`config.mk`:
```
export PLATFORM = sky130hd
export DESIGN_NAME = rh11_npr_dma
export DESIGN_NICKNAME = d
export VERILOG_FILES = /design/src/rtl/rh11_pkg.sv /design/src/rtl/rh11_wfifo.sv /design/src/rtl/rh11_npr_dma.sv
export SDC_FILE = /design/constraint.sdc
export NUM_CORES = 1
export LEC_CHECK = 0
export ABC_AREA = 0
export BUFFER_PORTS_ARGS = -buffer_cell sky130_fd_sc_hd__buf_2
export CAP_MARGIN = 30
export CORE_ASPECT_RATIO = 0.8
export CORE_UTILIZATION = 35
export DETAILED_ROUTE_END_ITERATION = 7
export PLACE_DENSITY = 0.53
export SYNTH_ARGS = -nofsm -noshare
export SYNTH_HDL_FRONTEND = slang
export SYNTH_HIERARCHICAL = 1
export SYNTH_SLANG_ARGS = --single-unit
```
`constraint.sdc`:
```
create_clock -name CLOCK -period 4.8 [get_ports CLOCK]
set_clock_uncertainty 0.15 [all_clocks]
set_input_delay 0.48 -clock CLOCK [delete_from_list [all_inputs] [get_ports CLOCK]]
set_output_delay 0.48 -clock CLOCK [all_outputs]
set_load 0.03 [all_outputs]
```
`src/rtl/rh11_pkg.sv`:
```
// Shared constants for the RH-11 NPR DMA engine: ARM register map, ID word,
// Unibus control-line codes and the bus-tenure state encoding.
package rh11_pkg;

    localparam logic [3:0] REG_ID   = 4'd0;
    localparam logic [3:0] REG_ADDR = 4'd1;
    localparam logic [3:0] REG_CTRL = 4'd2;
    localparam logic [3:0] REG_FIFO = 4'd3;
    localparam logic [3:0] REG_CLR  = 4'd4;

    localparam logic [31:0] RH_ID = 32'h4E50_5201;

    localparam logic [1:0] C_DATI = 2'b00;
    localparam logic [1:0] C_DATO = 2'b01;

    typedef enum logic [2:0] {
        S_IDLE    = 3'd0,
        S_REQ     = 3'd1,
        S_SACK    = 3'd2,
        S_SETUP   = 3'd3,
        S_MSYN    = 3'd4,
        S_WAITS   = 3'd5,
        S_RELEASE = 3'd6
    } npr_state_e;

endpackage

```
`src/rtl/rh11_wfifo.sv`:
```
// Synchronous 16-bit word FIFO between the ARM and the Unibus side.
// A push into a full FIFO and a pop from an empty FIFO are both ignored.
module rh11_wfifo #(
    parameter int FIFOLOG2 = 4
) (
    input  logic                i_clk,
    input  logic                i_rst,
    input  logic                i_flush,
    input  logic                i_push,
    input  logic [15:0]         i_wdata,
    input  logic                i_pop,
    output logic [15:0]         o_head,
    output logic                o_full,
    output logic                o_empty,
    output logic [FIFOLOG2:0]   o_count
);
    localparam int DEPTH = 2 ** FIFOLOG2;
    localparam logic [FIFOLOG2-1:0] PTR_ONE = FIFOLOG2'(1'b1);
    localparam logic [FIFOLOG2:0]   CNT_ONE = (FIFOLOG2 + 1)'(1'b1);

    logic [15:0]         r_mem [DEPTH];
    logic [FIFOLOG2-1:0] r_wp;
    logic [FIFOLOG2-1:0] r_rp;
    logic [FIFOLOG2:0]   r_cnt;
    logic                w_push_ok;
    logic                w_pop_ok;

    // Count reaches exactly DEPTH when full, so its MSB is the full flag.
    assign o_full    = r_cnt[FIFOLOG2];
    assign o_empty   = (r_cnt == {(FIFOLOG2 + 1){1'b0}});
    assign o_count   = r_cnt;
    assign o_head    = o_empty ? 16'd0 : r_mem[r_rp];
    assign w_push_ok = i_push & ~o_full;
    assign w_pop_ok  = i_pop & ~o_empty;

    // Storage array, written without reset.
    always_ff @(posedge i_clk) begin
        if (w_push_ok) begin
            r_mem[r_wp] <= i_wdata;
        end
    end

    // Pointers and occupancy.
    always_ff @(posedge i_clk) begin
        if (i_rst || i_flush) begin
            r_wp  <= {FIFOLOG2{1'b0}};
            r_rp  <= {FIFOLOG2{1'b0}};
            r_cnt <= {(FIFOLOG2 + 1){1'b0}};
        end else begin
            if (w_push_ok) begin
                r_wp <= r_wp + PTR_ONE;
            end
            if (w_pop_ok) begin
                r_rp <= r_rp + PTR_ONE;
            end
            case ({w_push_ok, w_pop_ok})
                2'b10:   r_cnt <= r_cnt + CNT_ONE;
                2'b01:   r_cnt <= r_cnt - CNT_ONE;
                default: r_cnt <= r_cnt;
            endcase
        end
    end

endmodule

```
`src/rtl/rh11_npr_dma.sv`:
```
// Unibus NPR bus master moving RH-11 sector words between PDP memory and the
// ARM-side FIFO, one word per bus tenure.
module rh11_npr_dma #(
    parameter int FIFOLOG2  = 4,
    parameter int SETUPCLKS = 8,
    parameter int NXMCLKS   = 1000
) (
    input  logic        CLOCK,
    input  logic        RESET,
    input  logic        armwrite,
    input  logic [3:0]  armraddr,
    input  logic [3:0]  armwaddr,
    input  logic [31:0] armwdata,
    output logic [31:0] armrdata,
    output logic        armintrq,
    input  logic        init_in_h,
    output logic        npr_out_h,
    input  logic        npg_in_h,
    output logic        sack_out_h,
    input  logic        bbsy_in_h,
    output logic        bbsy_out_h,
    output logic [17:0] a_out_h,
    output logic [1:0]  c_out_h,
    output logic [15:0] d_out_h,
    output logic        msyn_out_h,
    input  logic        ssyn_in_h,
    input  logic [15:0] d_in_h
);
    import rh11_pkg::*;

    localparam int SW = (SETUPCLKS > 1) ? $clog2(SETUPCLKS) : 1;
    localparam int NW = (NXMCLKS > 1) ? $clog2(NXMCLKS) : 1;
    localparam logic [SW-1:0] SETUP_LAST = SW'(SETUPCLKS - 1);
    localparam logic [SW-1:0] SETUP_ONE  = SW'(1'b1);
    localparam logic [NW-1:0] NXM_LAST   = NW'(NXMCLKS - 1);
    localparam logic [NW-1:0] NXM_ONE    = NW'(1'b1);

    npr_state_e          r_state, w_next;
    logic [17:0]         r_addr;
    logic [15:0]         r_count;
    logic                r_dir, r_busy, r_done, r_nxm, r_ovf;
    logic [SW-1:0]       r_setup_cnt;
    logic [NW-1:0]       r_nxm_cnt;
    logic                r_npr, r_sack, r_bbsy, r_msyn;
    logic [17:0]         r_a;
    logic [1:0]          r_c;
    logic [15:0]         r_d;

    logic                w_dma_push, w_dma_pop, w_step, w_abort, w_finish, w_bus_on;
    logic                w_arm_push, w_arm_pop, w_clr, w_go, w_addr_wr;
    logic                w_fifo_push, w_fifo_pop, w_flush, w_full, w_empty;
    logic [15:0]         w_fifo_wdata, w_head;
    logic [FIFOLOG2:0]   w_count;
    logic [31:0]         w_status;
    logic                w_unused;

    assign w_arm_push   = armwrite && (armwaddr == REG_FIFO) && !armwdata[31];
    assign w_arm_pop    = armwrite && (armwaddr == REG_FIFO) && armwdata[31];
    assign w_clr        = armwrite && (armwaddr == REG_CLR) && armwdata[0];
    assign w_go         = armwrite && (armwaddr == REG_CTRL) && armwdata[31] && !r_busy && !init_in_h;
    assign w_addr_wr    = armwrite && (armwaddr == REG_ADDR) && !r_busy;
    assign w_fifo_push  = w_dma_push | w_arm_push;
    assign w_fifo_pop   = w_dma_pop | w_arm_pop;
    assign w_fifo_wdata = w_dma_push ? d_in_h : armwdata[15:0];
    assign w_flush      = w_clr | init_in_h;
    assign w_bus_on     = (w_next == S_SETUP) || (w_next == S_MSYN) || (w_next == S_WAITS);
    assign w_status     = {r_busy, r_nxm, r_done, r_ovf, w_count, {(11 - FIFOLOG2){1'b0}}, r_count};
    assign w_unused     = ^armwdata[30:18];

    assign armintrq   = r_done | r_nxm;
    assign npr_out_h  = r_npr;
    assign sack_out_h = r_sack;
    assign bbsy_out_h = r_bbsy;
    assign msyn_out_h = r_msyn;
    assign a_out_h    = r_a;
    assign c_out_h    = r_c;
    assign d_out_h    = r_d;

    rh11_wfifo #(.FIFOLOG2(FIFOLOG2)) u_wfifo (
        .i_clk   (CLOCK),
        .i_rst   (RESET),
        .i_flush (w_flush),
        .i_push  (w_fifo_push),
        .i_wdata (w_fifo_wdata),
        .i_pop   (w_fifo_pop),
        .o_head  (w_head),
        .o_full  (w_full),
        .o_empty (w_empty),
        .o_count (w_count)
    );

    // ARM read mux.
    always_comb begin
        armrdata = 32'd0;
        case (armraddr)
            REG_ID:   armrdata = RH_ID;
            REG_ADDR: armrdata = {14'd0, r_addr};
            REG_CTRL: armrdata = w_status;
            REG_FIFO: armrdata = {15'd0, !w_empty, w_head};
            default:  armrdata = 32'd0;
        endcase
    end

    // Tenure sequencing; INIT overrides everything and returns to IDLE.
    always_comb begin
        w_next     = r_state;
        w_dma_push = 1'b0;
        w_dma_pop  = 1'b0;
        w_step     = 1'b0;
        w_abort    = 1'b0;
        w_finish   = 1'b0;
        case (r_state)
            S_IDLE: begin
                if (r_busy && (r_count != 16'd0) && (r_dir ? !w_empty : !w_full)) w_next = S_REQ;
                else w_next = S_IDLE;
            end
            S_REQ: begin
                if (npg_in_h) w_next = S_SACK;
                else w_next = S_REQ;
            end
            S_SACK: begin
                if (!bbsy_in_h && !ssyn_in_h) w_next = S_SETUP;
                else w_next = S_SACK;
            end
            S_SETUP: begin
                if (r_setup_cnt == SETUP_LAST) w_next = S_MSYN;
                else w_next = S_SETUP;
            end
            S_MSYN: begin
                if (ssyn_in_h) begin
                    w_next     = S_WAITS;
                    w_dma_push = !r_dir;
                end else if (r_nxm_cnt == NXM_LAST) begin
                    w_next  = S_RELEASE;
                    w_abort = 1'b1;
                end else begin
                    w_next = S_MSYN;
                end
            end
            S_WAITS: begin
                if (!ssyn_in_h) begin
                    w_next    = S_RELEASE;
                    w_step    = 1'b1;
                    w_dma_pop = r_dir;
                end else begin
                    w_next = S_WAITS;
                end
            end
            S_RELEASE: begin
                w_next   = S_IDLE;
                w_finish = r_busy && (r_count == 16'd0);
            end
            default: w_next = S_IDLE;
        endcase
        if (init_in_h) begin
            w_next     = S_IDLE;
            w_dma_push = 1'b0;
            w_dma_pop  = 1'b0;
            w_step     = 1'b0;
            w_abort    = 1'b0;
            w_finish   = 1'b0;
        end else begin
            w_next = w_next;
        end
    end

    // State register and SETUP / NXM interval counters.
    always_ff @(posedge CLOCK) begin
        if (RESET) begin
            r_state     <= S_IDLE;
            r_setup_cnt <= {SW{1'b0}};
            r_nxm_cnt   <= {NW{1'b0}};
        end else begin
            r_state     <= w_next;
            r_setup_cnt <= (r_state == S_SETUP && w_next == S_SETUP) ? r_setup_cnt + SETUP_ONE : {SW{1'b0}};
            r_nxm_cnt   <= (r_state == S_MSYN && w_next == S_MSYN) ? r_nxm_cnt + NXM_ONE : {NW{1'b0}};
        end
    end

    // Bus outputs are decoded from the next state so they change with it.
    always_ff @(posedge CLOCK) begin
        if (RESET) begin
            r_npr  <= 1'b0;
            r_sack <= 1'b0;
            r_bbsy <= 1'b0;
            r_msyn <= 1'b0;
            r_a    <= 18'd0;
            r_c    <= C_DATI;
            r_d    <= 16'd0;
        end else begin
            r_npr  <= (w_next == S_REQ);
            r_sack <= (w_next == S_SACK);
            r_bbsy <= w_bus_on;
            r_msyn <= (w_next == S_MSYN);
            r_a    <= w_bus_on ? r_addr : 18'd0;
            r_c    <= (w_bus_on && r_dir) ? C_DATO : C_DATI;
            r_d    <= (w_bus_on && r_dir) ? w_head : 16'd0;
        end
    end

    // Transfer registers and status flags; later assignments take priority.
    always_ff @(posedge CLOCK) begin
        if (RESET) begin
            r_addr  <= 18'd0;
            r_count <= 16'd0;
            r_dir   <= 1'b0;
            r_busy  <= 1'b0;
            r_done  <= 1'b0;
            r_nxm   <= 1'b0;
            r_ovf   <= 1'b0;
        end else begin
            if (w_clr) begin
                r_done <= 1'b0;
                r_nxm  <= 1'b0;
                r_ovf  <= 1'b0;
            end
            if (w_addr_wr) begin
                r_addr <= {armwdata[17:1], 1'b0};
            end
            if (w_go) begin
                r_dir   <= armwdata[16];
                r_count <= armwdata[15:0];
                if (armwdata[15:0] == 16'd0) r_done <= 1'b1;
                else r_busy <= 1'b1;
            end
            if (w_step) begin
                r_addr  <= r_addr + 18'd2;
                r_count <= r_count - 16'd1;
            end
            if (w_abort) begin
                r_nxm  <= 1'b1;
                r_busy <= 1'b0;
            end
            if (w_finish) begin
                r_busy <= 1'b0;
                r_done <= 1'b1;
            end
            // A simultaneous ARM and DATI push can store only the bus word.
            if ((w_fifo_push && w_full) || (w_dma_push && w_arm_push)) begin
                r_ovf <= 1'b1;
            end
            if (init_in_h) begin
                r_busy <= 1'b0;
                if (r_msyn) r_nxm <= 1'b1;
            end
        end
    end

endmodule
```
==> impl_metrics.yaml <==
timing:
  setup_viol: 0
  fmax_mhz: 240.2
  worst_slack_ps: 636.8
  worstMarginPinSlew_ps: 903.0
  fin_crit_sh: 0.8673
  period_minus_slack_ps: 4163
  timing.setup.tns_ps: 0
  slew_violations: 0
  slew_headroom: 0.3934
  rsz0062_at_grt: "false"
  hold_violations: 0
logic_synthesis:
  synth_compound_area_frac: 0.05937
  synth.most_common_cell: "edfxtp_1"
  ys.flop_type: "edfxtp_1"
  synthTopCellsByCount: "edfxtp_1, nor2_1, dfxtp_1"
  synthesis.instances: 1086
  ys_warn_count: 6
  ys_ff_latch: 365
  synthMuxAreaShare: 0.1406
  ys_types: 75
  synth_top_family_by_area: "multiplexers"
  yosys.area.top_type: "edfxtp_1"
  synthAdderAreaFrac: 0.01119
  synthesis.area_um2: 15430
  async_flop_share: 0
  synth_xor_area_frac: 0.009651
  synth_edf_count: 256
  synth_top_area_frac: 0.4983
  ys_top_cells_by_area: "edfxtp_1, dfxtp_1, mux4_2, nor2_1, mux2i_1"
  avgSynthCellArea_um2: 14.21
  synthSimpleGateAreaFrac: 0.1127
  yosysSeqAreaShare: 0.6397
routing:
  viasPerCell: 5.535
  routed_wl_um: 42940
  drc_errors: 0
  vias: 9952
  drtAntennaViolNets: 0
  drt_iter0_markers: 1089
  wl_per_cell_um: 23.88
  drt_first_pass_iters: 5
global_routing:
  grt_max_degree: 42
  grt_pass1_wl_um: 63050
  antenna_found_initial: 0
  first_global_vias: 9455
  grt_usage: 0.1902
  grt_overflow_total: 0
power_and_ir_drop:
  p_leak_nw: 5.887
  peakVddDrop_v: 0.0002404
  swShare: 0.2153
  sequentialPowerShare: 0.544
  powerDensity_nw_per_um2: 348.0
  power.switching_mw: 1.334
  power.internal_mw: 4.862
  p_clk_frac: 0.431
  power_frac_comb: 0.025
clock_tree:
  cts.repair.resized: 0
  htreeDepth: 2
  ctsHoldBuffers: 0
  cts.sinks: 365
  cts_tree: "done"
  clk_pin_slew_ps: 60
  insertion_delay_ps: 540
  root_buffer: "clkbuf_16"
  post-cts-setup-buffers: 0
  cts_buffers: 36
  cts_buffer_depth: 3
critical_path:
  criticalPathCategory: "reg2out"
  worstPathArrival_ps: 3530
  worstReg2RegEnd: "u_wfifo/o_count[4]"
  r2r_slack_ps: 1220
  worstPathMaxFanout: 16
  crit_path_end_kind: "output pin"
  endpoint: "armrdata[3]"
  startpoint_type: "flip-flop"
  reg2reg_depth: 12
  r2r-start: "r_state[2]"
  required_ps: 4170
  crit_path_start: "u_wfifo/o_count[1]"
floorplanning:
  core-area_um2: 43310
  die_h_um: 189.8
  ios: 136
  row_count: 68
  die-area_um2: 44930
  die_w_um: 236.7
  initial_core_util: 0.3562
placement:
  dpl.hpwl_um: 28160
  dp_slack_ps: 902.7
  io_buffers: 117
  gp_congestion: 0.8839
layout:
  seq_area_um2: 9876
  drive_gt1_frac: 0.2682
  nets: 1286
  multi_input_comb_area_um2: 5213
  syn2layout_area_growth_pct: 15.41
  nFillCells: 3994
  diodes: 0
status:
  status: "completed"
run:
  maxCapViolCount: 0
worst_hold_path:
  hold_class: "in2reg"
-- power groups by stage --
stage,logic (mW),clock network (mW),registers [mW]
global placement,0.149,0,3.44
detailed placement,0.153,0,3.44
global route,0.164,2.84,3.37
floorplan,0.0817,0,3.44
finish,0.155,2.67,3.37
CTS,0.153,2.73,3.37
-- state kept, by name, indices dropped and copies added (netlist names), 5 cells and up, named ones only --
register and cells:
r_count 16, r_nxm_cnt 10, a_out_h 17, d_out_h 16, u_wfifo/r_mem 256, u_wfifo/o_count 5, r_addr 17
-- critical path, cell delays in order (launching register included) --
cell,delay (ps)
dfxtp_1,390
or4_4,560
nor2_1,310
or2_2,560
o22ai_1,290
mux2_2,340
a22oi_1,200
nor2_1,120
buf_2,210
-- cell families (layout without fill, tap and decap cells) --
logic type / count (synthesis) / count (layout)
compound gates: 135 / 135
xor+xnor: 17 / 17
fa+ha+maj: 14 / 14
buf+inv: 84 / 232
flops: 365 / 365
mux: 133 / 133
other cells: 1 / 5
simple gates: 337 / 337
-- worst min path at each step --
stage,startpoint,endpoint,cells after the start
after floorplan,r_setup_cnt[0],r_setup_cnt[0],1
after global placement,r_setup_cnt[0],r_setup_cnt[0],1
after detailed placement,r_setup_cnt[0],r_setup_cnt[0],1
after CTS,armwdata[16],r_dir,3
after global routing,armwdata[16],r_dir,3
final,armwdata[16],r_dir,3
-- metrics by stage --
stage / cell area, um^2 / hold slack [ps] / power [mW] / utilization / cells
floorplan: 15440 / 254.1 / 3.519 / - / 1090
global placement: 16690 / 274.0 / 3.588 / 0.3854 / 1729
detailed placement: 16720 / 274.4 / 3.592 / 0.3860 / 1732
CTS: 17800 / 53.63 / 6.252 / 0.4111 / 1798
global route: 17800 / 75.79 / 6.372 / 0.4111 / 1798
finish: 17800 / 72.50 / 6.196 / 0.4111 / 1798
-- cell type report --
class	count	area share
Clock buffer	46	0.05271
Clock inverter	20	0.008363
Inverter	15	0.003303
Multi-Input combinational cell	641	0.2928
Sequential cell	365	0.5547
Tap cell	560	0.03935
Timing Repair Buffer	151	0.04884
-- layer usage --
layer,up-vias,global-route usage,wire [um]
met2,424,0.2548,17330
met4,0,0.04970,814
li1,4418,-,-
met5,-,0,0
met1,5046,0.3073,21300
met3,64,0.03642,3488
-- cells in the final DEF, fill, tap and decap left out, types with 12 or more instances in the layout --
cell	n
mux2_2	29
buf_2	117
ha_1	13
clkbuf_16	36
mux2i_1	40
nand2_1	60
nor2_2	12
buf_4	31
dfxtp_1	106
edfxtp_1	256
a31oi_1	12
nor3_1	13
a21oi_1	31
nor2_1	101
nand3_1	15
nor4_1	17
nor2b_1	26
mux4_2	64
o22ai_1	17
inv_1	13
o21ai_0	12
a22oi_1	16
and3_1	12
(Power assumes the default switching activity.)
